[config.mk]
export PLATFORM = sky130hd
export DESIGN_NAME = dmem_dump_reader_flat
export DESIGN_NICKNAME = d
export VERILOG_FILES = /design/src/rtl/dmem_dump_reader_pkg.sv /design/src/rtl/dmem_dump_reader_if.sv /design/src/rtl/dmem_dump_reader_edge.sv /design/src/rtl/dmem_dump_reader.sv /design/src/flat_wrapper.sv
export SDC_FILE = /design/constraint.sdc
export NUM_CORES = 1
export LEC_CHECK = 0
export CAP_MARGIN = 20
export CORE_MARGIN = 2
export CORE_UTILIZATION = 35
export CTS_CLUSTER_DIAMETER = 50
export DETAILED_ROUTE_END_ITERATION = 8
export GPL_TIMING_DRIVEN = 0
export PLACE_DENSITY = 0.86
export SYNTH_ARGS = -nofsm -noshare
export SYNTH_HDL_FRONTEND = slang
export SYNTH_SLANG_ARGS = --single-unit
export TNS_END_PERCENT = 30
[constraint.sdc]
create_clock -name clk -period 2.2 [get_ports clk]
set_input_delay 0.66 -clock clk [delete_from_list [all_inputs] [get_ports clk]]
set_output_delay 0.66 -clock clk [all_outputs]
set_load 0.05 [all_outputs]
[src/rtl/dmem_dump_reader_pkg.sv]
// Shared types and constants for the post-halt data-memory dump engine.
// Optional feature macro: DMEM_DUMP_CHECKSUM_EN adds a trailing checksum beat.
package dmem_dump_pkg;

    // Default geometry of the data-memory port
    localparam int ADDR_W_DEF = 8;
    localparam int DATA_W_DEF = 32;

    // Address tag of the checksum beat (all ones, truncated to the port width)
    localparam logic [31:0] CSUM_MARK_ADDR = '1;

`ifdef DMEM_DUMP_CHECKSUM_EN
    typedef enum logic [2:0] {
        ST_IDLE  = 3'd0,
        ST_FETCH = 3'd1,
        ST_SHOW  = 3'd2,
        ST_DONE  = 3'd3,
        ST_CSUM  = 3'd4
    } dump_state_e;
`else
    typedef enum logic [2:0] {
        ST_IDLE  = 3'd0,
        ST_FETCH = 3'd1,
        ST_SHOW  = 3'd2,
        ST_DONE  = 3'd3
    } dump_state_e;
`endif

endpackage

[src/rtl/dmem_dump_reader_if.sv]
// Memory read port plus dump stream handshake of the dump engine.
// master = the engine, slave = memory/sink side.
interface dmem_dump_reader_if
    import dmem_dump_pkg::*;
#(
    parameter int ADDR_W = ADDR_W_DEF,
    parameter int DATA_W = DATA_W_DEF
);
    logic              mem_sel;
    logic [ADDR_W-1:0] mem_address;
    logic              mem_wren;
    logic [DATA_W-1:0] mem_q;
    logic              dump_valid;
    logic              dump_ready;
    logic [DATA_W-1:0] dump_data;
    logic [ADDR_W-1:0] dump_addr;

    modport master (
        output mem_sel, mem_address, mem_wren,
        output dump_valid, dump_data, dump_addr,
        input  mem_q, dump_ready
    );

    modport slave (
        input  mem_sel, mem_address, mem_wren,
        input  dump_valid, dump_data, dump_addr,
        output mem_q, dump_ready
    );
endinterface

[src/rtl/dmem_dump_reader_edge.sv]
// Rising-edge detector for the datapath halt flag. ht_q clears on reset, so a
// halt that is already high when reset releases is seen as a rise.
module ht_edge_det (
    input  logic clk,
    input  logic rst,
    input  logic ht,
    output logic rise
);
    logic ht_q;

    // Track the previous halt level
    always_ff @(posedge clk) begin
        if (rst) begin
            ht_q <= 1'b0;
        end else begin
            ht_q <= ht;
        end
    end

    assign rise = ht & ~ht_q;
endmodule

[src/rtl/dmem_dump_reader.sv]
// Post-halt data-memory readback engine: on a halt rise it walks WORD_COUNT
// words from START_ADDR and streams {address, word} over valid/ready.
// Optional feature macro: DMEM_DUMP_CHECKSUM_EN appends a sum beat tagged
// with an all-ones address.
module dmem_dump_reader
    import dmem_dump_pkg::*;
#(
    parameter int ADDR_W     = ADDR_W_DEF,
    parameter int DATA_W     = DATA_W_DEF,
    parameter int START_ADDR = 0,
    parameter int WORD_COUNT = 256
) (
    input  logic clk,
    input  logic rst,
    input  logic ht,
    dmem_dump_reader_if.master bus,
    output logic busy,
    output logic done
);
    // Counter is one bit wider so a full 2^ADDR_W sweep is representable
    localparam int                CNT_W    = ADDR_W + 1;
    localparam logic [CNT_W-1:0]  LAST_CNT = CNT_W'(WORD_COUNT - 1);
    localparam logic [ADDR_W-1:0] START_L  = ADDR_W'(START_ADDR);

    dump_state_e       state_q, state_d;
    logic [ADDR_W-1:0] ptr_q, ptr_d;
    logic [CNT_W-1:0]  cnt_q, cnt_d;
    logic              ht_rise;
`ifdef DMEM_DUMP_CHECKSUM_EN
    logic [DATA_W-1:0] sum_q, sum_d;
`endif

    ht_edge_det u_edge (
        .clk  (clk),
        .rst  (rst),
        .ht   (ht),
        .rise (ht_rise)
    );

    // State, pointer and counter registers
    always_ff @(posedge clk) begin
        if (rst) begin
            state_q <= ST_IDLE;
            ptr_q   <= START_L;
            cnt_q   <= '0;
        end else begin
            state_q <= state_d;
            ptr_q   <= ptr_d;
            cnt_q   <= cnt_d;
        end
    end

`ifdef DMEM_DUMP_CHECKSUM_EN
    // Running sum of dumped words
    always_ff @(posedge clk) begin
        if (rst) begin
            sum_q <= '0;
        end else begin
            sum_q <= sum_d;
        end
    end
`endif

    // Next-state logic and port outputs
    always_comb begin
        state_d         = state_q;
        ptr_d           = ptr_q;
        cnt_d           = cnt_q;
`ifdef DMEM_DUMP_CHECKSUM_EN
        sum_d           = sum_q;
`endif
        bus.mem_sel     = 1'b0;
        bus.mem_address = ptr_q;
        bus.mem_wren    = 1'b0;
        bus.dump_valid  = 1'b0;
        bus.dump_data   = '0;
        bus.dump_addr   = '0;
        busy            = 1'b0;
        done            = 1'b0;

        case (state_q)
            ST_IDLE: begin
                // Every trigger restarts the walk from the configured origin
                if (ht_rise) begin
                    state_d = ST_FETCH;
                    ptr_d   = START_L;
                    cnt_d   = '0;
`ifdef DMEM_DUMP_CHECKSUM_EN
                    sum_d   = '0;
`endif
                end
            end

            ST_FETCH: begin
                bus.mem_sel = 1'b1;
                busy        = 1'b1;
                state_d     = ST_SHOW;
            end

            ST_SHOW: begin
                // Address stays at ptr so the memory keeps q stable while stalled
                bus.mem_sel    = 1'b1;
                busy           = 1'b1;
                bus.dump_valid = 1'b1;
                bus.dump_data  = bus.mem_q;
                bus.dump_addr  = ptr_q;
                if (bus.dump_ready) begin
                    cnt_d = cnt_q + 1'b1;
                    ptr_d = ptr_q + 1'b1;
`ifdef DMEM_DUMP_CHECKSUM_EN
                    sum_d = sum_q + bus.mem_q;
                    state_d = (cnt_q == LAST_CNT) ? ST_CSUM : ST_FETCH;
`else
                    state_d = (cnt_q == LAST_CNT) ? ST_DONE : ST_FETCH;
`endif
                end
            end

`ifdef DMEM_DUMP_CHECKSUM_EN
            ST_CSUM: begin
                bus.mem_sel    = 1'b1;
                bus.dump_valid = 1'b1;
                bus.dump_data  = sum_q;
                bus.dump_addr  = CSUM_MARK_ADDR[ADDR_W-1:0];
                if (bus.dump_ready) begin
                    state_d = ST_DONE;
                end
            end
`endif

            ST_DONE: begin
                // Hold until halt drops so one halt yields exactly one dump
                done = 1'b1;
                if (!ht) begin
                    state_d = ST_IDLE;
                end
            end

            default: begin
                state_d = ST_IDLE;
            end
        endcase
    end
endmodule

[src/flat_wrapper.sv]
// flat-port wrapper written by rule: the top's interface ports become plain ports
module dmem_dump_reader_flat import dmem_dump_pkg::*;
#(
    parameter int ADDR_W     = ADDR_W_DEF,
    parameter int DATA_W     = DATA_W_DEF,
    parameter int START_ADDR = 0,
    parameter int WORD_COUNT = 256
)
  (clk, rst, ht, busy, done, bus_mem_sel, bus_mem_address, bus_mem_wren, bus_dump_valid, bus_dump_data, bus_dump_addr, bus_mem_q, bus_dump_ready);
  dmem_dump_reader_if #(.ADDR_W(ADDR_W), .DATA_W(DATA_W)) bus_i ();
  input  logic clk;
  input  logic rst;
  input  logic ht;
  output logic busy;
  output logic done;
  output wire logic [$bits(bus_i.mem_sel)-1:0] bus_mem_sel;
  output wire logic [$bits(bus_i.mem_address)-1:0] bus_mem_address;
  output wire logic [$bits(bus_i.mem_wren)-1:0] bus_mem_wren;
  output wire logic [$bits(bus_i.dump_valid)-1:0] bus_dump_valid;
  output wire logic [$bits(bus_i.dump_data)-1:0] bus_dump_data;
  output wire logic [$bits(bus_i.dump_addr)-1:0] bus_dump_addr;
  input wire logic [$bits(bus_i.mem_q)-1:0] bus_mem_q;
  input wire logic [$bits(bus_i.dump_ready)-1:0] bus_dump_ready;
  assign bus_mem_sel = bus_i.mem_sel;
  assign bus_mem_address = bus_i.mem_address;
  assign bus_mem_wren = bus_i.mem_wren;
  assign bus_dump_valid = bus_i.dump_valid;
  assign bus_dump_data = bus_i.dump_data;
  assign bus_dump_addr = bus_i.dump_addr;
  assign bus_i.mem_q = bus_mem_q;
  assign bus_i.dump_ready = bus_dump_ready;
  dmem_dump_reader #(.ADDR_W(ADDR_W), .DATA_W(DATA_W), .START_ADDR(START_ADDR), .WORD_COUNT(WORD_COUNT)) u_core (.clk(clk), .rst(rst), .ht(ht), .bus(bus_i), .busy(busy), .done(done));
endmodule
# After elaboration in Yosys (flattened, before gate mapping)
# Cells that the tools add are included.
[op_classes]
add_sub_neg = 2
mul = 0
div_mod_pow = 0
n_lt_le_gt_ge = 0
n_eq_ne = 7
shift = 0
n_mux = 16
bitwise_logic = 2
n_reduce_logical = 5
[op_table]
columns = ["op", "count"]
rows = [
  ["two-way mux 32 bit", 1],
  ["two-way mux 8 bit", 3],
  ["two-way mux 9 bit", 2],
  ["case mux 9 bit (2 select lines)", 1],
  ["case mux 8 bit (2 select lines)", 1],
  ["case mux 3 bit (4 select lines)", 1],
  ["adder 9 x 1 -> 9 bit, second input constant", 1],
  ["equality test 9 x 8 -> 1 bit, second input constant", 1],
  ["two-way mux 3 bit", 3],
  ["adder 8 x 1 -> 8 bit, second input constant", 1],
  ["equality test 3 x 2 -> 1 bit, second input constant", 2],
  ["AND reduction 3 bit", 2],
  ["!= test 2 bit, second input constant", 2],
  ["equality test 3 x 1 -> 1 bit, second input constant", 1],
  ["logical NOT 3 bit", 1],
  ["two-way mux 1 bit", 3],
  ["two-way mux 2 bit", 1],
  ["!= test 2 x 1 -> 1 bit, second input constant", 1],
  ["nonzero test 2 bit", 1],
  ["OR reduction 2 bit", 1],
  ["bitwise AND 1 bit", 1],
  ["NOT 1 bit", 1],
]
[totals]
register_bits = 21
latch_bits = 0
mem_bits_rw = 0
mem_bits_ro = 0
input_bits = 36
out_inout_bits = 53
wordCells = 36
memories = 0

# Logic depth before layout (Yosys ltp)
# Gate-level depths: netlist (run 1).
[logic_depth]
word_depth = 4
depth_mapped = 9
ltp_nobuf = 8

# By module
# From an unflattened synthesis (run 1), not the netlist that was laid out.
[unflattened]
hier_cells = 165
area_unflattened_um2 = 1303.8
[by_module_without_submodules]
columns = ["module", "instances", "cells_per_inst", "area_each_um2", "seq_area_each_um2"]
rows = [
  ["dmem_dump_reader", 1, 162, 1256.2, 380.4],
  ["ht_edge_det", 1, 3, 47.5, 20.0],
]

# Worst setup path after synthesis (run 1)
# OpenSTA, ideal clock, no wires.
[synth_path]
path_kind = "reg2out"
startpoint = "register u_core.state_q[0]"
endpoint = "output bus_dump_data[0]"
t_arrival_ns = 1.763
required_time_ns = 1.540
path_slack_ns = -0.223
path_stages_with_launch = 6
n_path_buf = 2
path_cell_list = "dfxtp_1 -> inv_1 -> ha_1 -> buf_4 -> clkbuf_1 -> and2_1"
[synth_between]
elab_chain_len = 2
[synth_lines]
columns = ["item", "line_no", "text"]
rows = [
  ["start, declared", "dmem_dump_reader.sv:25", "dump_state_e state_q, state_d;"],
  ["start signal, assigned", "dmem_dump_reader.sv:47", "state_q <= state_d;"],
  ["equality test 3 x 2 -> 1 bit", "dmem_dump_reader.sv:81", "case (state_q)"],
  ["two-way mux 32 bit", "dmem_dump_reader.sv:81", ""],
  ["end, declared", "flat_wrapper.sv:20", "output wire logic [$bits(bus_i.dump_data)-1:0] bus_dump_data;"],
]
# No other way between the ends.

# Worst setup path after layout (run 1)
[layout_path]
startpoint = "register u_core.state_q[0]"
endpoint = "output bus_dump_addr[1]"
[layout_between]
elab_chain_len = 2
[layout_lines]
columns = ["item", "line_no", "text"]
rows = [
  ["equality test 3 x 2 -> 1 bit", "dmem_dump_reader.sv:81", ""],
  ["two-way mux 8 bit", "dmem_dump_reader.sv:81", ""],
  ["end, declared", "flat_wrapper.sv:21", "output wire logic [$bits(bus_i.dump_addr)-1:0] bus_dump_addr;"],
]
# No other way between the ends.

==> results of run 1 <==
## report_power, final
| group | switching (mW) | total [mW] | internal (mW) |
|---|---|---|---|
| combinational | 0.614 | 1.01 | 0.398 |
| clock | 0.117 | 0.219 | 0.101 |
| sequential | 0.0430 | 0.447 | 0.404 |
| total | 0.775 | 1.68 | 0.903 |
## routing by layer
metal	part of all wire [%]	vias up
met5	0	-
met4	1.2	0
met3	8.7	7
met2	50	60
met1	40	670
li1	-	749
## critical path, delay by kind of cell (launching register included)
family | cells | cell delay (ps)
flops | 1 | 350
fa+ha+maj | 1 | 180
simple gates | 1 | 190
buf+inv | 4 | 470
## stage by stage
step | hold WS (ps) | instances | cell area [sq um]
2_1_floorplan | 448 | 163 | 1300
3_3_place_gp | 459 | 296 | 2230
3_5_place_dp | 476 | 296 | 2230
4_1_cts | 488 | 301 | 2270
5_1_grt | 524 | 303 | 2380
6_report | 492 | 303 | 2380
## cell type report
class	instances	area, sq um
Buffer	11	109
Clock buffer	4	36.3
Fill cell	247	1040
Inverter	5	18.8
Multi-Input combinational cell	127	831
Sequential cell	20	405
Tap cell	46	57.6
Timing Repair Buffer	90	921
## final timing paths
path	startpoint	endpoint	slack [ps]	cells after the start
max	u_core.state_q[0]	bus_dump_addr[1]	40	6
min	u_core.cnt_q[7]	u_core.cnt_q[7]	490	2
max reg2reg	u_core.state_q[0]	u_core.state_q[0]	130	10
min reg2reg	u_core.cnt_q[7]	u_core.cnt_q[7]	490	2
## what timing repair did
action,in CTS,in global routing
pin swaps,0,1
buffers inserted,1,2
resized for setup,285,33
setup endpoints to repair,50,55
## logic make-up (layout without fill, tap and decap cells)
group	count (synthesis)	in the layout
xor+xnor	4	4
buf+inv	16	110
simple gates	86	86
other cells	1	1
flops	20	20
fa+ha+maj	6	6
compound gates	29	29
mux	1	1
## flip-flops by register name, summed over array words and instances, names as in the netlist
| signal | cells |
|---|---|
| u_core.bus.mem_address | 8 |
| u_core.state_q | 2 |
| u_core.cnt_q | 9 |
| u_core.u_edge.ht_q | 1 |
## cells in the final DEF (no fill, tap or decap), drive strengths merged, types with 2 or more instances in the layout
cell,synthesis,layout
buf,6,51
and2,40,40
nor2,9,9
nand3,6,6
a21oi,11,11
dfxtp,20,20
o31ai,5,5
nand2,14,14
dlygate4sd2,0,7
or3,2,2
dlymetal6s2s,0,2
a211oi,3,3
o211ai,3,3
clkdlybuf4s50,0,35
or4,8,8
clkbuf,5,9
nor2b,2,2
o21ai,3,3
inv,5,5
ha,6,6
xnor2,4,4
==> impl_metrics.env, run 1 <==
export IMPL_outcome="completed"
export IMPL_arrival_ps=1500
export IMPL_power_density_nw_per_um2=706
export IMPL_crit_top_cell="buf_6"
export IMPL_synth_area_top_cells="dfxtp_1, and2_1, ha_1"
export IMPL_die_h_um=64.5
export IMPL_synth_xor_xnor_area_share_pct=2.73
export IMPL_cp_start_kind="flip-flop"
export IMPL_worst_setup_path_end_kind="output pin"
export IMPL_diodes=0
export IMPL_drc=0
export IMPL_first_global_vias=1398
export IMPL_cts_hold_buffers=0
export IMPL_grt_ovfl_total=0
export IMPL_setup_ws_ps=38.5
export IMPL_rsz0062_at_grt="true"
export IMPL_postRouteAntennaNets=0
export IMPL_fin_tns_setup_ps=0
export IMPL_netlist_instances=163
export IMPL_synthesis_nets=205
export IMPL_synth_yosys_seq_area_share_pct=31.2
export IMPL_nets=300
export IMPL_vias=1486
export IMPL_p_total_mw=1.68
export IMPL_io_pin_count=89
export IMPL_yosys_register_bits=20
export IMPL_synthTopCellsByCount="and2_1, dfxtp_1, nand2_1"
export IMPL_synthMostInstantiatedCell="and2_1"
export IMPL_grtUsageTotal_pct=19.8
export IMPL_rows=21
export IMPL_gr_usage_met2_pct=35.9
export IMPL_tightest_slew_ps=540
export IMPL_async_reset_ff_share_pct=0
export IMPL_syn_area_sq_um=1280
export IMPL_use_met3_pct=5.90
export IMPL_path_cells="inv_2 > ha_2 > buf_6 > clkbuf_8 > and2_2 > buf_6"
export IMPL_drive_gt1_share_pct=31.5
export IMPL_grt_max_degree=12
export IMPL_dr_pass1_iters=4
export IMPL_cts_max_path_buffers=2
export IMPL_post_route_util_pct=69.6
export IMPL_finalSetupViolCount=0
export IMPL_hp_class="flip-flop to flip-flop"
export IMPL_cp_slowest_cell="dfxtp_2"
export IMPL_grt_pass1_wl_um=6610
export IMPL_leakagePower_nw=1.06
export IMPL_slowest_delay_ps=350
export IMPL_wl_per_cell_um=13.4
export IMPL_htree_num_levels=1
export IMPL_numCtsBuffers=3
export IMPL_syn_area_per_cell_sq_um=7.87
export IMPL_fin_crit_ps=2160
export IMPL_gp_congestion=0.755
export IMPL_synth_top_family_by_area="simple AND/OR/NAND/NOR gates"
export IMPL_area_growth_pct=85.5
export IMPL_drt_initial_drc_count=59
export IMPL_max_freq_mhz=463
export IMPL_grt_busiest_layer="met2"
export IMPL_synth_compound_area_share_pct=14.6
export IMPL_worst_setup_path_type="flip-flop to output pin"
export IMPL_clk_latency_ps=300
export IMPL_start_util_pct=37.5
export IMPL_path_max_fanout=10
export IMPL_muxShareOfSynthArea_pct=0.780
export IMPL_cts_tree="yes"
export IMPL_fp_dieArea_sq_um=4160
export IMPL_drt_total_wl_um=4070
export IMPL_fin_crit_sh_pct=98.2
export IMPL_maxCapViolations=0
export IMPL_met1_usage_pct=22.2
export IMPL_dp_hpwl_um=3220
export IMPL_critPathRequiredTime_ps=1540
export IMPL_synth_cell_types=31
export IMPL_cts_sinks=20
export IMPL_root_buffer="clkbuf_4"
export IMPL_slew_headroom_pct=64.0
export IMPL_skew_ps=4.92
export IMPL_portBuffers=87
export IMPL_synth_top_area_share_pct=31.2
export IMPL_coreArea_sq_um=3420
export IMPL_synthFlopType="dfxtp_1"
export IMPL_synth_simple_gate_area_share_pct=38.1
export IMPL_final_hold_violation_count=0
export IMPL_synth_edf_count=0
export IMPL_path_clk_slew_ps=120
export IMPL_die_w_um=64.5
export IMPL_antenna_found_initial=0
export IMPL_yosysTopAreaCell="dfxtp_1"
export IMPL_synth_adder_area_share_pct=5.85
export IMPL_ir_drop_v=0.000462
export IMPL_synth_warning_count=0
export IMPL_maxSlewViolCount=0
export IMPL_pre_cts_slack_ps=-516
export IMPL_viasPerCell=4.90
No activity file was read; power rests on OpenSTA's default activity.
==> run 2: changes to the inputs <==
Settings changed: GPL_ROUTABILITY_DRIVEN from default to 0.
==> results of run 2 <==
The final DEF is identical to that of run 1; final timing and power are the same.
